[config.mk]
export PLATFORM = sky130hd
export DESIGN_NAME = srt4_host_if
export DESIGN_NICKNAME = d
export VERILOG_FILES = /design/src/rtl/srt4_host_if.sv
export SDC_FILE = /design/constraint.sdc
export NUM_CORES = 1
export LEC_CHECK = 0
export CAP_MARGIN = 20
export CORE_MARGIN = 3
export CORE_UTILIZATION = 47
export DETAILED_ROUTE_END_ITERATION = 8
export PLACE_DENSITY = 0.79
export RECOVER_POWER = 25
export SETUP_SLACK_MARGIN = 0.3
export SLEW_MARGIN = 20
export SYNTH_ARGS = -nofsm -noshare
export SYNTH_HDL_FRONTEND = slang
export SYNTH_SLANG_ARGS = --single-unit
export TNS_END_PERCENT = 10
[constraint.sdc]
create_clock -name clk -period 2.44 [get_ports clk]
set_clock_uncertainty 0.15 [all_clocks]
set_input_delay 0.61 -clock clk [delete_from_list [all_inputs] [get_ports clk]]
set_output_delay 0.61 -clock clk [all_outputs]
set_load 0.02 [all_outputs]
[src/rtl/srt4_host_if.sv]
// srt4_host_if
//   Host-side front end for the SRT4 divider control unit (CU) and datapath.
//   This block does the following:
//   - Accepts one divide request per valid/ready handshake.
//   - Traps a zero divisor locally, without starting the CU.
//   - Pulses beginSignal for one cycle.
//   - Drives the operand bus (inbus) while the CU asks for operands.
//   - Captures quotient and remainder from outbus.
//   - Holds the response until the host accepts it.
//   - Bounds every run with a watchdog.
//
// Parameters
//   WIDTH    operand / result width
//   TIMEOUT  maximum RUN cycles before the run is aborted
//   TCNT_W   watchdog counter width; 2**TCNT_W must exceed TIMEOUT
//
// Ports
//   clk, rst_b                          clock (rising edge), synchronous active-low reset
//   req_valid/req_ready                 request handshake
//   req_dividend/req_divisor            request operands
//   rsp_valid/rsp_ready                 response handshake
//   rsp_quotient/rsp_remainder          response results
//   rsp_div0/rsp_timeout                response flags
//   busy                                high whenever the FSM is not idle
//   beginSignal/endSignal               start pulse to the CU / completion strobe from the CU
//   ld_dividend/ld_divisor              CU asks for an operand on inbus
//   out_quot/out_rem                    CU presents a result on outbus
//   inbus/outbus                        operand bus to the datapath / result bus from the datapath
module srt4_host_if #(
  parameter int WIDTH   = 8,
  parameter int TIMEOUT = 128,
  parameter int TCNT_W  = 8
) (
  input  logic             clk,
  input  logic             rst_b,
  input  logic             req_valid,
  output logic             req_ready,
  input  logic [WIDTH-1:0] req_dividend,
  input  logic [WIDTH-1:0] req_divisor,
  output logic             rsp_valid,
  input  logic             rsp_ready,
  output logic [WIDTH-1:0] rsp_quotient,
  output logic [WIDTH-1:0] rsp_remainder,
  output logic             rsp_div0,
  output logic             rsp_timeout,
  output logic             busy,
  output logic             beginSignal,
  input  logic             endSignal,
  input  logic             ld_dividend,
  input  logic             ld_divisor,
  input  logic             out_quot,
  input  logic             out_rem,
  output logic [WIDTH-1:0] inbus,
  input  logic [WIDTH-1:0] outbus
);

  localparam logic [1:0] S_IDLE  = 2'd0;
  localparam logic [1:0] S_START = 2'd1;
  localparam logic [1:0] S_RUN   = 2'd2;
  localparam logic [1:0] S_RESP  = 2'd3;

  localparam logic [TCNT_W-1:0] TCNT_LAST = TCNT_W'(TIMEOUT - 1);

  logic [1:0]        state_q, state_d;
  logic [WIDTH-1:0]  dvd_q,   dvd_d;
  logic [WIDTH-1:0]  dvs_q,   dvs_d;
  logic [WIDTH-1:0]  quot_q,  quot_d;
  logic [WIDTH-1:0]  rem_q,   rem_d;
  logic              div0_q,  div0_d;
  logic              tout_q,  tout_d;
  logic [TCNT_W-1:0] tcnt_q,  tcnt_d;

  always_comb begin
    state_d = state_q;
    dvd_d   = dvd_q;
    dvs_d   = dvs_q;
    quot_d  = quot_q;
    rem_d   = rem_q;
    div0_d  = div0_q;
    tout_d  = tout_q;
    tcnt_d  = tcnt_q;
    case (state_q)
      S_IDLE: begin
        if (req_valid) begin
          dvd_d  = req_dividend;
          dvs_d  = req_divisor;
          quot_d = '0;
          rem_d  = '0;
          div0_d = 1'b0;
          tout_d = 1'b0;
          tcnt_d = '0;
          // A zero divisor would keep the CU normalisation loop spinning
          // forever, so answer it here and never start the CU.
          if (req_divisor == '0) begin
            quot_d  = '1;
            rem_d   = req_dividend;
            div0_d  = 1'b1;
            state_d = S_RESP;
          end else begin
            state_d = S_START;
          end
        end
      end
      S_START: begin
        state_d = S_RUN;
      end
      S_RUN: begin
        if (out_quot) quot_d = outbus;
        if (out_rem)  rem_d  = outbus;
        tcnt_d = tcnt_q + 1'b1;
        // endSignal is checked first so that a completion on the very
        // cycle the watchdog expires still counts as a good result.
        if (endSignal) begin
          state_d = S_RESP;
        end else if (tcnt_q == TCNT_LAST) begin
          quot_d  = '0;
          rem_d   = '0;
          tout_d  = 1'b1;
          state_d = S_RESP;
        end
      end
      S_RESP: begin
        if (rsp_ready) state_d = S_IDLE;
      end
      default: state_d = S_IDLE;
    endcase
  end

  always_ff @(posedge clk) begin
    if (!rst_b) begin
      state_q <= S_IDLE;
      dvd_q   <= '0;
      dvs_q   <= '0;
      quot_q  <= '0;
      rem_q   <= '0;
      div0_q  <= 1'b0;
      tout_q  <= 1'b0;
      tcnt_q  <= '0;
    end else begin
      state_q <= state_d;
      dvd_q   <= dvd_d;
      dvs_q   <= dvs_d;
      quot_q  <= quot_d;
      rem_q   <= rem_d;
      div0_q  <= div0_d;
      tout_q  <= tout_d;
      tcnt_q  <= tcnt_d;
    end
  end

  // req_ready is gated by rst_b so that no request is taken while the
  // block is held in reset.
  assign req_ready     = rst_b && (state_q == S_IDLE);
  assign rsp_valid     = (state_q == S_RESP);
  assign busy          = (state_q != S_IDLE);
  assign beginSignal   = (state_q == S_START);
  assign rsp_quotient  = quot_q;
  assign rsp_remainder = rem_q;
  assign rsp_div0      = div0_q;
  assign rsp_timeout   = tout_q;

  // When both load strobes are high, the dividend has priority.
  always_comb begin
    inbus = '0;
    if (state_q == S_RUN) begin
      if (ld_dividend)     inbus = dvd_q;
      else if (ld_divisor) inbus = dvs_q;
    end
  end

endmodule

==> flow_summary.ini, run 1 <==
[timing]
rsz0062_at_grt = true
setup_violations = 0
finalCritPeriodShare_pct = 88.50
fmax_mhz = 463.1
maxSlewViolCount = 0
fin_setup_tns_ps = 0
tightest_slew_ps = 737.8
maxSlewHeadroom_pct = 50.82
hold_viol_final = 0
period_minus_slack_ps = 2159

[logic_synthesis]
synthesis.nets = 309
synth_seq_area_share_pct = 39.66
netlist_area_um2 = 2221
synth_top_area_share_pct = 39.66
synth_area_leader_cell = dfxtp_1
synth_area_leaders = dfxtp_1 (40%), mux2_2 (9.1%), nand2_1 (9.0%), a21oi_1 (6.3%), o21ai_0 (6.3%)
synth.distinct_cells = 34
syn_area_per_cell_um2 = 8.225
synthCells = 270
ys_warn_count = 0
ys_ff_latch = 44

[setup_path]
reg2reg_slack_ps = 290
crit_family = buffers and inverters
cp_cell_sequence = inv_1 -> ha_1 -> inv_1 -> dlygate4sd2_1
critPathMaxFanout = 4
rr_endpoint = rsp_remainder[2]
cp.arrival_ps = 1400
critPathBufInv = 3
rr_startpoint = state_q[0]
start_kind = register
endpoint_kind = primary output
required_ps = 1680
path_common_cell = inv_1
crit_type = register to primary output
slowest_delay_ps = 380
crit_slowest_cell = dfxtp_1
worstRegToRegCells = 8

[global_routing]
grt_max_degree = 20
antenna_found_initial = 0
grt_usage_pct = 21.85
grt_pass1_wl_um = 9446
grt_pass1_vias = 1990
overflow = 0

[clock_tree]
clock-sinks = 44
cts_max_path_buffers = 2
numCtsBuffers = 5
tritoncts = yes
cts-root-buf = clkbuf_8
clkLatencyLatePin_ps = 300
postCtsHoldBufs = 0
cts_setup_buffers = 0
h-tree-depth = 2
path_clk_slew_ps = 80

[hold_path]
hold_end = dvd_q[7]
holdCritPathClass = register to register
hold_depth = 2
hold_path_startpoint = dvd_q[7]

[power_and_ir_drop]
p_leak_uw = 0.001204
power.total_uw = 2977
clockPowerShare_pct = 15.9
vdd_drop_max_uv = 682.7
power.switching_uw = 1194
seqPwrFrac_pct = 34.2
intPower_uw = 1783
p_comb_share_pct = 49.9
p_per_area_nw_per_um2 = 983.6
switching_share_pct = 40.09

[final_layout]
postLayoutCellArea_um2 = 3027
final_cells = 392
fill_cells = 387
multi_input_area_um2 = 1245
area_growth_pct = 36.28
fin_nets = 378
num_antenna_cells = 0
final_cell_mix = nand2_1 (53), clkdlybuf4s50_1 (48), dfxtp_1 (44)
drive_above_1_share_pct = 17.94
utilization_pct = 68.10
final_common_cell = nand2_1
regArea_um2 = 880.8

[floorplan]
ioPinCount = 63
die_h_um = 74.74
dieArea_um2 = 5586
initial_core_util_pct = 49.97
die_w_um = 74.74
num_rows = 24
core-area_um2 = 4444

[placed_design]
port-buffer-count = 62
dp_cells = 384
place_area_um2 = 2965
dp_hpwl_um = 4284
gp_congestion = 0.7808

[route]
drc = 0
wl_per_cell_um = 14.72
totalWireLength_um = 5769
drt_iter0_drc = 130
viasPerCell = 5.462
first_pass_iters = 4
num_vias = 2141
drtAntennaViolNets = 0

[status]
status = finished clean

[flow_run]
cap_violations = 0
==> layer usage <==
layer	vias up	track usage (%)	share of wire (%)
met2	58	36.29	48
met5	-	0	0
met4	0	7.115	1.5
li1	1071	-	-
met1	1006	28.09	44
met3	6	5.073	6.0
==> stage by stage <==
step	hold WS, ps	worst slack (ps)
after floorplan	286.6	308.3
after global placement	296.0	-453.3
after detailed placement	298.4	-498.6
after CTS	309.5	130.8
after global routing	327.8	127.5
final	306.6	280.6
==> cells in the mapped netlist, drive strengths merged <==
cell    instances
nand2          53
dfxtp          44
o21ai          29
a21oi          28
nor2           26
mux2           18
clkbuf         11
and2            9
a221oi          8
buf             6
ha              6
inv             6
nor3            4
o311a           3
xnor2           3
nand4           2
or4             2
xor2            2
a32oi           1
mux2i           1
nand2b          1
nand3           1
nand3b          1
nor4            1
nor4b           1
o31ai           1
o41a            1
or3             1
==> sequential cells by signal, summed over array words and instances (netlist names) <==
| signal | count |
|---|---|
| rsp_remainder | 8 |
| rsp_div0 | 1 |
| rsp_quotient | 8 |
| dvs_q | 8 |
| dvd_q | 8 |
| state_q | 2 |
| tcnt_q | 8 |
| rsp_timeout | 1 |
==> power by group through the flow <==
| stage | Sequential [µW] | Clock [µW] | Combinational [µW] |
|---|---|---|---|
| after floorplan | 1140 | 0 | 807 |
| after global routing | 1040 | 512 | 1630 |
| after CTS | 1020 | 485 | 1500 |
| after detailed placement | 1030 | 0 | 1510 |
| after global placement | 1030 | 0 | 1490 |
| final | 1020 | 474 | 1490 |
==> what timing repair did <==
item | 4_1_cts | 5_1_grt
setup endpoints to repair | 18 | 33
resized for setup | 45 | 12
gates cloned | 0 | 0
==> worst max path at each step <==
stage | start | endpoint | slack (ps) | depth (start not counted)
global placement | ld_divisor | inbus[1] | -450 | 5
global route | state_q[0] | tcnt_q[6] | 130 | 8
detailed placement | ld_divisor | inbus[6] | -500 | 5
finish | state_q[1] | busy | 280 | 4
floorplan | rst_b | req_ready | 310 | 4
CTS | rst_b | req_ready | 130 | 4
==> logic make-up (layout without fill, tap and decap cells) <==
family / Yosys count / after routing / synth area share [%]
compound gates: 71 / 71 / 19.77
fa+ha+maj: 6 / 6 / 3.380
buf+inv: 23 / 93 / 4.676
mux: 19 / 19 / 9.577
simple gates: 102 / 102 / 20.96
flops: 44 / 44 / 39.66
xor+xnor: 5 / 5 / 1.972
==> area by class of cell <==
class | instances | area share (%)
Multi-Input combinational cell | 203 | 41.13
Sequential cell | 44 | 29.10
Timing Repair Buffer | 79 | 23.81
Clock buffer | 6 | 2.728
Tap cell | 52 | 2.150
Inverter | 6 | 0.7441
Clock inverter | 2 | 0.3307
==> worst reg2reg max path: cells and delay by family (launching register included) <==
family | cells | cell delay (ps)
compound gates | 1 | 240
fa+ha+maj | 1 | 280
buf+inv | 4 | 860
flops | 1 | 330
mux | 1 | 80
simple gates | 1 | 90
Power figures use the tool's default switching activity.
==> inputs of run 2 (changes only) <==
--- a/config.mk
+++ b/config.mk
@@ -6,6 +6,7 @@
 export NUM_CORES = 1
 export LEC_CHECK = 0
 export CAP_MARGIN = 20
+export CORE_ASPECT_RATIO = 1.75
 export CORE_MARGIN = 3
 export CORE_UTILIZATION = 47
 export DETAILED_ROUTE_END_ITERATION = 8
@@ -16,4 +17,3 @@
 export SYNTH_ARGS = -nofsm -noshare
 export SYNTH_HDL_FRONTEND = slang
 export SYNTH_SLANG_ARGS = --single-unit
-export TNS_END_PERCENT = 10
==> run 2 against run 1 <==
  * Core utilization increased by 0.20 points
  * Register-to-register slack improved by 160 ps
  * Largest power group unchanged
  * Non-clock buffer count decreased by 3
  * Die area increased by 0.59%
  * Highest routed layer unchanged
  * Final area increased by 1.2%
  * Critical path depth increased by 2
  * Clock power about the same
  * Power increased by 1.0%
  * Global-route usage decreased by 0.60 points
  * Via count about the same
  * Worst setup slack improved by 61 ps
  * Largest cell class unchanged
  * Count of clock-buffer cells in the layout unchanged
==> flow_summary.ini, run 2 (synthesis gave the netlist of run 1 again) <==
[status]
status = finished clean

[clock_tree]
clkLatencyLatePin_ps = 290
cts_max_path_buffers = 2
tritoncts = yes
path_clk_slew_ps = 80
clock-sinks = 44
postCtsHoldBufs = 0
h-tree-depth = 2
cts-root-buf = clkbuf_8
numCtsBuffers = 5

[final_layout]
area_growth_pct = 37.92
num_antenna_cells = 0
final_cell_mix = nand2_1 (53), dfxtp_1 (44), clkdlybuf4s50_1 (44)
fin_nets = 375
final_common_cell = nand2_1
drive_above_1_share_pct = 19.29
utilization_pct = 68.30

[global_routing]
grt_usage_pct = 21.25
grt_max_degree = 20
overflow = 0
grt_pass1_wl_um = 9542
antenna_found_initial = 0
grt_pass1_vias = 2032

[timing]
period_minus_slack_ps = 2099
maxSlewHeadroom_pct = 50.99
rsz0062_at_grt = false
maxSlewViolCount = 0
finalCritPeriodShare_pct = 86.01
whs_ps = 307.8
setup_violations = 0
hold_viol_final = 0
tightest_slew_ps = 735.1
fmax_mhz = 476.5
worst_slack_ps = 341.3

[hold_path]
holdCritPathClass = register to register
hold_depth = 2
hold_end = dvd_q[6]
hold_path_startpoint = dvd_q[6]

[setup_path]
worstRegToRegCells = 7
endpoint_kind = register
critPathMaxFanout = 3
crit_type = primary input to register
cp.arrival_ps = 2180
rr_endpoint = rsp_quotient[0]
reg2reg_slack_ps = 450
start_kind = primary input
rr_startpoint = state_q[0]
required_ps = 2520

[floorplan]
die_w_um = 57.97
dieArea_um2 = 5619
initial_core_util_pct = 49.53
die_h_um = 96.94
core-area_um2 = 4484
num_rows = 32
ioPinCount = 63

[power_and_ir_drop]
power.total_uw = 3008
vdd_drop_max_uv = 785.2
p_per_area_nw_per_um2 = 982.1
p_leak_uw = 0.001207

[route]
drt_iter0_drc = 52
totalWireLength_um = 5810
num_vias = 2139
drtAntennaViolNets = 0
first_pass_iters = 4
wl_per_cell_um = 14.97
viasPerCell = 5.513
drc = 0

[placed_design]
port-buffer-count = 62
place_ws_ps = -525.2
dp_hpwl_um = 4299
gp_congestion = 0.8163

[flow_run]
cap_violations = 0
-- run 2: changes by cell type in the layout (fill, tap and decap cells not counted), sizes merged --
cell           previous run  this run
buf                      23        24
clkbuf                   11         8
clkdlybuf4s50            48        44
clkinv                    2         0
clkinvlp                  0         2
dlygate4sd2               2         3
dlymetal6s2s              1         3
-- run 2: critical path: stages --
cell and delay, ps:
clkdlybuf4s50_1 420, or4_4 610, buf_6 150, nor2_2 90, mux2_2 150, o311a_1 150
-- run 2: repair_timing --
item / in CTS / in global routing
pin swaps: 0 / 10
gates cloned: 1 / 0
endpoints found under the hold margin: 0 / 0
endpoints found under the setup margin: 13 / 33
resized for setup: 65 / 19
buffers inserted: 0 / 0
-- run 2: final cells by class --
type	count	area [µm²]
clock inverter	2	15.01
timing repair buffer	76	724.4
multi-input combinational	203	1274
sequential	44	880.8
clock buffer	6	82.58
tap	51	63.81
inverter	6	22.52
fill	378	1421
-- run 2: worst max path at each step --
stage / startpoint / end / slack (ps) / cells after the start
after global placement: ld_divisor / inbus[6] / -460 / 5
after floorplan: rst_b / req_ready / 310 / 4
after global routing: req_valid / rsp_div0 / 220 / 6
after CTS: state_q[0] / inbus[3] / 240 / 4
final: req_divisor[3] / state_q[1] / 340 / 6
after detailed placement: ld_divisor / inbus[3] / -530 / 5
-- run 2: per-stage QoR --
stage	TNS [ps]	std cells	cell area, µm²
3_3_place_gp	-3868	379	2934
3_5_place_dp	-4197	379	2934
6_report	0	388	3063
4_1_cts	0	388	3044
2_1_floorplan	0	270	2221
5_1_grt	0	388	3063
-- run 2: where the power goes --
group | internal (µW) | total [µW] | leakage (µW) | switching, µW
clock network | 229 | 475 | 0.0000434 | 246
logic | 669 | 1510 | 0.000803 | 839
registers | 898 | 1030 | 0.000360 | 127
total | 1800 | 3010 | 0.00121 | 1210
-- run 2: routing by layer --
layer / track usage [%] / wire length, µm / vias to the layer above
met5: 0 / 0 / -
met4: 6.964 / 114 / 0
met3: 4.139 / 239 / 11
met2: 37.80 / 3184 / 64
met1: 24.50 / 2271 / 998
li1: - / - / 1066
==> inputs of run 3 (changes only) <==
--- a/config.mk
+++ b/config.mk
@@ -9,6 +9,7 @@
 export CORE_ASPECT_RATIO = 1.75
 export CORE_MARGIN = 3
 export CORE_UTILIZATION = 47
+export CTS_CLUSTER_DIAMETER = 100
 export DETAILED_ROUTE_END_ITERATION = 8
 export PLACE_DENSITY = 0.79
 export RECOVER_POWER = 25
==> results of run 3 <==
No change in the layout: final DEF, timing and power equal those of run 2.
